[src/rtl/seq_restoring_divider_if.sv]
// seq_restoring_divider_if: start/done handshake bundle for the restoring divider.
//   start, dividend, divisor        : request side (driven by master)
//   busy, done, quotient, remainder,
//   div_by_zero                     : response side (driven by slave)
interface seq_restoring_divider_if #(
  parameter int WIDTH = 4
);
  logic             start;
  logic [WIDTH-1:0] dividend;
  logic [WIDTH-1:0] divisor;
  logic             busy;
  logic             done;
  logic [WIDTH-1:0] quotient;
  logic [WIDTH-1:0] remainder;
  logic             div_by_zero;

  modport master (
    output start, dividend, divisor,
    input  busy, done, quotient, remainder, div_by_zero
  );

  modport slave (
    input  start, dividend, divisor,
    output busy, done, quotient, remainder, div_by_zero
  );
endinterface

[src/rtl/seq_restoring_divider.sv]
// seq_restoring_divider: multi-cycle unsigned restoring divider, one quotient
// bit per clock, start/done handshake.
//   clk  : clock, rising edge
//   rst  : synchronous active-high reset
//   bus  : slave side of seq_restoring_divider_if (start/operands in,
//          busy/done/quotient/remainder/div_by_zero out, all registered)
module seq_restoring_divider #(
  parameter int WIDTH = 4
) (
  input  logic                   clk,
  input  logic                   rst,
  seq_restoring_divider_if.slave bus
);
  localparam int CW = (WIDTH > 2) ? $clog2(WIDTH) : 1;

  typedef enum logic [1:0] {IDLE, RUN, DONE} state_t;

  state_t           state;
  logic [WIDTH-1:0] q_reg;
  logic [WIDTH-1:0] d_reg;
  // Restoring keeps R < D after every iteration, so only WIDTH bits need
  // storing; the extra bit exists only in the shifted/trial values.
  logic [WIDTH-1:0] r_reg;
  logic [CW-1:0]    cnt;

  logic             busy_r;
  logic             done_r;
  logic [WIDTH-1:0] quot_r;
  logic [WIDTH-1:0] rem_r;
  logic             dbz_r;

  logic [WIDTH:0]   r_shift;
  logic [WIDTH:0]   trial;
  logic [WIDTH-1:0] r_next;
  logic [WIDTH-1:0] q_next;

  always_comb begin
    r_shift = {r_reg, q_reg[WIDTH-1]};
    trial   = r_shift - {1'b0, d_reg};
    if (!trial[WIDTH]) begin
      r_next = trial[WIDTH-1:0];
      q_next = {q_reg[WIDTH-2:0], 1'b1};
    end else begin
      r_next = r_shift[WIDTH-1:0];
      q_next = {q_reg[WIDTH-2:0], 1'b0};
    end
  end

  always_ff @(posedge clk) begin
    if (rst) begin
      state  <= IDLE;
      q_reg  <= '0;
      d_reg  <= '0;
      r_reg  <= '0;
      cnt    <= '0;
      busy_r <= 1'b0;
      done_r <= 1'b0;
      quot_r <= '0;
      rem_r  <= '0;
      dbz_r  <= 1'b0;
    end else begin
      done_r <= 1'b0;
      case (state)
        IDLE, DONE: begin
          if (bus.start) begin
            q_reg <= bus.dividend;
            d_reg <= bus.divisor;
            r_reg <= '0;
            cnt   <= CW'(WIDTH - 1);
            if (bus.divisor == '0) begin
              // Zero divisor skips the iterations and publishes immediately.
              state  <= DONE;
              busy_r <= 1'b0;
              done_r <= 1'b1;
              quot_r <= '1;
              rem_r  <= bus.dividend;
              dbz_r  <= 1'b1;
            end else begin
              state  <= RUN;
              busy_r <= 1'b1;
              dbz_r  <= 1'b0;
            end
          end else begin
            state <= IDLE;
          end
        end
        RUN: begin
          q_reg <= q_next;
          r_reg <= r_next;
          if (cnt == '0) begin
            // Results are taken from the final iteration's next values so
            // they are valid in the same cycle done is high.
            state  <= DONE;
            busy_r <= 1'b0;
            done_r <= 1'b1;
            quot_r <= q_next;
            rem_r  <= r_next;
          end else begin
            cnt <= cnt - 1'b1;
          end
        end
        default: state <= IDLE;
      endcase
    end
  end

  assign bus.busy        = busy_r;
  assign bus.done        = done_r;
  assign bus.quotient    = quot_r;
  assign bus.remainder   = rem_r;
  assign bus.div_by_zero = dbz_r;
endmodule
[src/flat_wrapper.sv]
// flat-port wrapper written by rule: the top's interface ports become plain ports
module seq_restoring_divider_flat 
#(
  parameter int WIDTH = 4
)
  (clk, rst, bus_start, bus_dividend, bus_divisor, bus_busy, bus_done, bus_quotient, bus_remainder, bus_div_by_zero);
  seq_restoring_divider_if #(.WIDTH(WIDTH)) bus_i ();
  input  logic clk;
  input  logic rst;
  input wire logic [$bits(bus_i.start)-1:0] bus_start;
  input wire logic [$bits(bus_i.dividend)-1:0] bus_dividend;
  input wire logic [$bits(bus_i.divisor)-1:0] bus_divisor;
  output wire logic [$bits(bus_i.busy)-1:0] bus_busy;
  output wire logic [$bits(bus_i.done)-1:0] bus_done;
  output wire logic [$bits(bus_i.quotient)-1:0] bus_quotient;
  output wire logic [$bits(bus_i.remainder)-1:0] bus_remainder;
  output wire logic [$bits(bus_i.div_by_zero)-1:0] bus_div_by_zero;
  assign bus_i.start = bus_start;
  assign bus_i.dividend = bus_dividend;
  assign bus_i.divisor = bus_divisor;
  assign bus_busy = bus_i.busy;
  assign bus_done = bus_i.done;
  assign bus_quotient = bus_i.quotient;
  assign bus_remainder = bus_i.remainder;
  assign bus_div_by_zero = bus_i.div_by_zero;
  seq_restoring_divider #(.WIDTH(WIDTH)) u_core (.clk(clk), .rst(rst), .bus(bus_i));
endmodule
[config.mk]
export PLATFORM = sky130hd
export DESIGN_NAME = seq_restoring_divider_flat
export DESIGN_NICKNAME = d
export VERILOG_FILES = /design/src/rtl/seq_restoring_divider_if.sv /design/src/rtl/seq_restoring_divider.sv /design/src/flat_wrapper.sv
export SDC_FILE = /design/constraint.sdc
export NUM_CORES = 1
export LEC_CHECK = 0
export CAP_MARGIN = 10
export CORE_ASPECT_RATIO = 0.6
export CORE_MARGIN = 4
export CORE_UTILIZATION = 54
export CTS_BUF_LIST = sky130_fd_sc_hd__clkbuf_8
export DETAILED_ROUTE_END_ITERATION = 10
export GPL_TIMING_DRIVEN = 0
export HOLD_SLACK_MARGIN = 0.06
export PLACE_DENSITY_LB_ADDON = 0.15
export SLEW_MARGIN = 0
export SYNTH_ARGS = -nofsm -noshare
export SYNTH_HDL_FRONTEND = slang
export SYNTH_SLANG_ARGS = --single-unit
[constraint.sdc]
create_clock -name clk -period 2.9 [get_ports clk]
set_clock_uncertainty 0.15 [all_clocks]
set_input_delay 0.725 -clock clk [delete_from_list [all_inputs] [get_ports clk]]
set_output_delay 0.725 -clock clk [all_outputs]
set_load 0.1 [all_outputs]
* Yosys cells after proc, flatten, opt, wreduce, memory -nomap -nowiden *
Index checks and enable logic that the tools add are counted.

operators by class
  add/subtract/negate cells = 2
  eq/ne operators = 6
  multiplexer cells = 29
  reduce and logical (&&, ||, !) cells = 10

operator list
  operator               number
  $mux W4                9
  $pmux W4 S2            4
  $mux W2                5
  $pmux W2 S2            2
  $mux W1                7
  $reduce_and A3 Y1      2
  $sub A5 B4 Y5          1
  $logic_not A2 Y1       2
  $logic_not A4 Y1       1
  $ne A2 B1 Y1 const B   2
  $ne A2 B2 Y1 const B   2
  $pmux W1 S2            2
  $reduce_and A2 Y1      2
  $reduce_and A4 Y1      1
  $eq A2 B1 Y1 const B   1
  $eq A2 B2 Y1 const B   1
  $reduce_bool A2 Y1     1
  $reduce_or A2 Y1       1
  $sub A2 B1 Y2 const B  1

word-level totals
  bits in registers = 27
  input port bits = 11
  output and inout bits = 11

* Logic depth before layout (Yosys ltp) *
  word-level depth = 4
  depth in mapped cells = 8
  depth with buffers taken out = 8

* Worst setup path before layout *
OpenSTA, ideal clock, no wires.

  path kind = reg2reg
  start point = register u_core.q_reg[3]
  end point = register u_core.rem_r[2], in the netlist u_core.bus.remainder[2]
  data arrival time = 2.121 ns
  setup slack = 0.549 ns
  stages on the path, launching flop included = 9
  buffers on the path = 0
  cells stage by stage = dfxtp_1 > inv_1 > ha_1 > fa_1 > nand2b_1 > a21oi_1 > xor2_1 > mux2_2 > a211oi_2

between the ends
  longest elaborated chain between the ends = 4

RTL lines
  item                    line                         text
  start, declared         seq_restoring_divider.sv:19  logic [WIDTH-1:0] q_reg;
  start signal, assigned  seq_restoring_divider.sv:66  q_reg <= bus.dividend;
  start signal, assigned  seq_restoring_divider.sv:88  q_reg <= q_next;
  $sub A5 B4 Y5           seq_restoring_divider.sv:39  trial = r_shift - {1'b0, d_reg};
  $mux W4                 seq_restoring_divider.sv:40  if (!trial[WIDTH]) begin
  $mux W4                 seq_restoring_divider.sv:90  if (cnt == '0) begin
  $pmux W4 S2             seq_restoring_divider.sv:63  case (state)
  end signal, assigned    seq_restoring_divider.sv:76  rem_r <= bus.dividend;
  end signal, assigned    seq_restoring_divider.sv:97  rem_r <= r_next;
  end, declared           seq_restoring_divider.sv:29  logic [WIDTH-1:0] rem_r;

Every way passes these cells. The select of a mux whose other input is x is not followed.
A chain may end at the register's enable or synchronous reset.

* Final worst setup path *
Ends and elaborated chain as after synthesis.

==> key figures <==
Status
  – Status: completed

Power and ir drop
  – Max VDD drop: 0.358 mV
  – Power per standard cell area: 597 nW/um^2
  – P_leak: 0.570 nW

Routing
  – DRT antenna net count: 0
  – Via count: 1154
  – Avg WL per Cell: 14.3 microns
  – DR iter-0 viols: 65
  – Drt pass-1 iters: 4
  – Remaining DRCs: 0
  – Drt via density: 5.55
  – Post-Route WL: 2.98 mm

Worst hold path
  – Min-delay worst type: register to register
  – Hold wc startpoint: u_core.d_reg[2]$_SDFFE_PP0P_
  – Worst Hold Depth: 2
  – Hold Path End: u_core.d_reg[2]$_SDFFE_PP0P_

Layout
  – Reg area: 541 sq um
  – Antenna cell count: 0
  – Nets: 196
  – Most common cell after layout, fill and taps aside: dfxtp_1
  – Fill cell count: 182
  – Final instance area: 1540 sq um
  – Most frequent cells in the layout: dfxtp_1, nor2_1, nand2_1, clkdlybuf4s50_1, a21oi_1
  – P&R area growth vs syn: 22.8%
  – Core Util, Final: 70.3%
  – Area of the multi-input gates: 663 sq um
  – Share of layout cells above drive strength 1: 6.74%

CTS
  – CTS tree: done
  – CTS Buf Count: 3
  – H-tree levels: 1
  – Post-CTS setup buffer count: 0
  – Clk buf depth: 2
  – Clock root buffer: clkbuf_8
  – Worst skew pair latency: 0.28 ns
  – # clock sinks: 27
  – Resized cells post-CTS: 0
  – Clock-pin transition on the worst setup and hold timing paths: 0.10 ns
  – # hold bufs at CTS: 0

STA
  – RSZ-0062 raised after global routing: no
  – Relative slew slack: 35.1%
  – Final setup vio count: 0
  – Fin crit share: 91.4%
  – Minimum clock period: 2.65 ns
  – Slew Limit Fails: 0
  – Hold Vio Cnt, Final: 0
  – Hold_ws: 0.316 ns
  – Maximum clock rate: 377 MHz
  – Final worst slack: 0.249 ns
  – Fin Setup TNS: 0 ns
  – Worst-Margin Slew: 0.971 ns

Logic synthesis
  – Syn_area_per_cell: 8.16 sq um
  – Area leader, netlist: dfxtp_1
  – Share of the synthesized area in the top cell type: 43.0%
  – Synth top area cells: dfxtp_1, nor2_1, nand2_1
  – Flops & latches, synth: 27
  – Mapped Cells: 154
  – Synthesized Nets: 171
  – Distinct cells, synth: 30
  – Seq/Total Area, Yosys: 43.0%
  – Synth warnings: 0
  – Area of the mapped netlist: 1260 sq um

Floorplan
  – Core box area: 2200 sq um
  – IO Pins: 22
  – DIE WIDTH: 70.3 microns
  – Initial Utilization: 57.2%
  – Cell row count: 13
  – Die area: 3190 sq um
  – Die H: 45.4 microns

Placement
  – IO buf count: 20
  – Pre-CTS setup slack: 0.0924 ns
  – DP HPWL: 2.28 mm
  – Post-placement cell area: 1490 sq um
  – Routability Congestion: 0.845

Critical path
  – Worst-path fanout max: 6
  – Kind of cell adding the most delay to the critical path: adder cells
  – Worst Setup Start Kind: register
  – R2r worst-path depth: 8
  – R2R Path Start: u_core.q_reg[3]$_SDFFE_PP0P_
  – Slowest-stage cell, CP: xor2_1
  – CP required: 2.96 ns
  – CP max stage delay: 0.49 ns
  – Worst EP arrival: 2.71 ns
  – Crit Path Class: register to register
  – Bufs and invs on worst path: 1
  – Cell Chain, Critical Path: inv_1 > ha_1 > fa_1 > nand2b_1 > a21oi_1 > xor2_1 > mux2_2 > a211oi_2
  – R2R Path End: u_core.bus.remainder[2]$_SDFFE_PP0P_
  – Critical path endpoint category: register
  – FF-to-FF setup slack: 0.25 ns

Global routing
  – Met2 Use GR: 34.2%
  – Overall routing resource usage: 19.6%
  – Initial antenna violation count: 0
  – Met3 GRT Util: 4.89%
  – Largest net degree at the start of global routing: 17
  – GR peak layer: met2
  – Overflow after GRT: 0
  – Vias in the first global route: 1071
  – First-pass GRT wire length: 4.81 mm
  – Met1 usage: 25.2%

Flow run
  – Maxcap violations: 0
==> synthesized netlist by cell type, drive strengths merged <==
cell and instances:
nor2 27, a31oi 1, and2 1, dfxtp 27
or2 1, a21oi 14, buf 2, nor3 8
nand3b 1, mux2 1, mux2i 2, or4 1
o211ai 1, xor2 1, clkbuf 5, nand3 2
a211oi 7, inv 7, nor2b 2, or2b 1
a311oi 5, ha 5, nand2 25, o21ai 2
fa 1, nand2b 4
==> worst min-delay path: cells and delay by family, from the launching register on <==
kind            cells  cell delay (ns)
compound gates      1             0.05
flops               1             0.32
simple gates        1             0.05
==> stage by stage <==
stage / instances / power [mW]
after floorplan: 154 / 0.636
after global placement: 204 / 0.700
after detailed placement: 204 / 0.709
after CTS: 208 / 0.923
after global routing: 208 / 0.963
final: 208 / 0.921
==> logic make-up after synthesis <==
kind of cell	Yosys count	share of synthesized area [%]
and+or+nand+nor	73	26.6
adders and majority gates	6	6.57
muxes	3	2.49
xor gates and xnor gates	1	0.697
DFF	27	43.0
buffers and inverters	14	4.18
AOI/OAI and AO/OA	30	16.4
==> routing by layer <==
metal | wire length, microns | vias to the layer above
met5 | 0 | -
met4 | 27 | 0
met3 | 179 | 6
met2 | 1350 | 32
met1 | 1420 | 547
li1 | - | 569
==> layout make-up <==
type | instances | share of cell area [%]
clock buffers | 3 | 2.68
well taps | 30 | 2.43
inverters | 7 | 1.70
plain buffers | 7 | 1.70
clock inverters | 1 | 0.487
repair buffers | 20 | 13.0
multi-input cells | 113 | 43.0
flip-flops and latches | 27 | 35.0
==> where the power goes <==
| group | internal (mW) | switching [mW] | total, mW |
|---|---|---|---|
| Combinational | 0.0881 | 0.194 | 0.282 |
| Sequential | 0.402 | 0.0188 | 0.420 |
| Clock | 0.0977 | 0.121 | 0.219 |
==> how the worst max path moves through the flow <==
stage | startpoint | depth (start not counted) | to
floorplan | u_core.q_reg[3]$_SDFFE_PP0P_ | 8 | u_core.bus.remainder[2]$_SDFFE_PP0P_
global placement | bus_divisor[3] | 6 | u_core.bus.remainder[3]$_SDFFE_PP0P_
global route | u_core.q_reg[3]$_SDFFE_PP0P_ | 8 | u_core.bus.remainder[2]$_SDFFE_PP0P_
detailed placement | bus_divisor[3] | 6 | u_core.bus.remainder[3]$_SDFFE_PP0P_
CTS | u_core.bus.remainder[3]$_SDFFE_PP0P_ | 1 | bus_remainder[3]
finish | u_core.q_reg[3]$_SDFFE_PP0P_ | 8 | u_core.bus.remainder[2]$_SDFFE_PP0P_
Note: power is estimated with default switching activity, not from simulation.
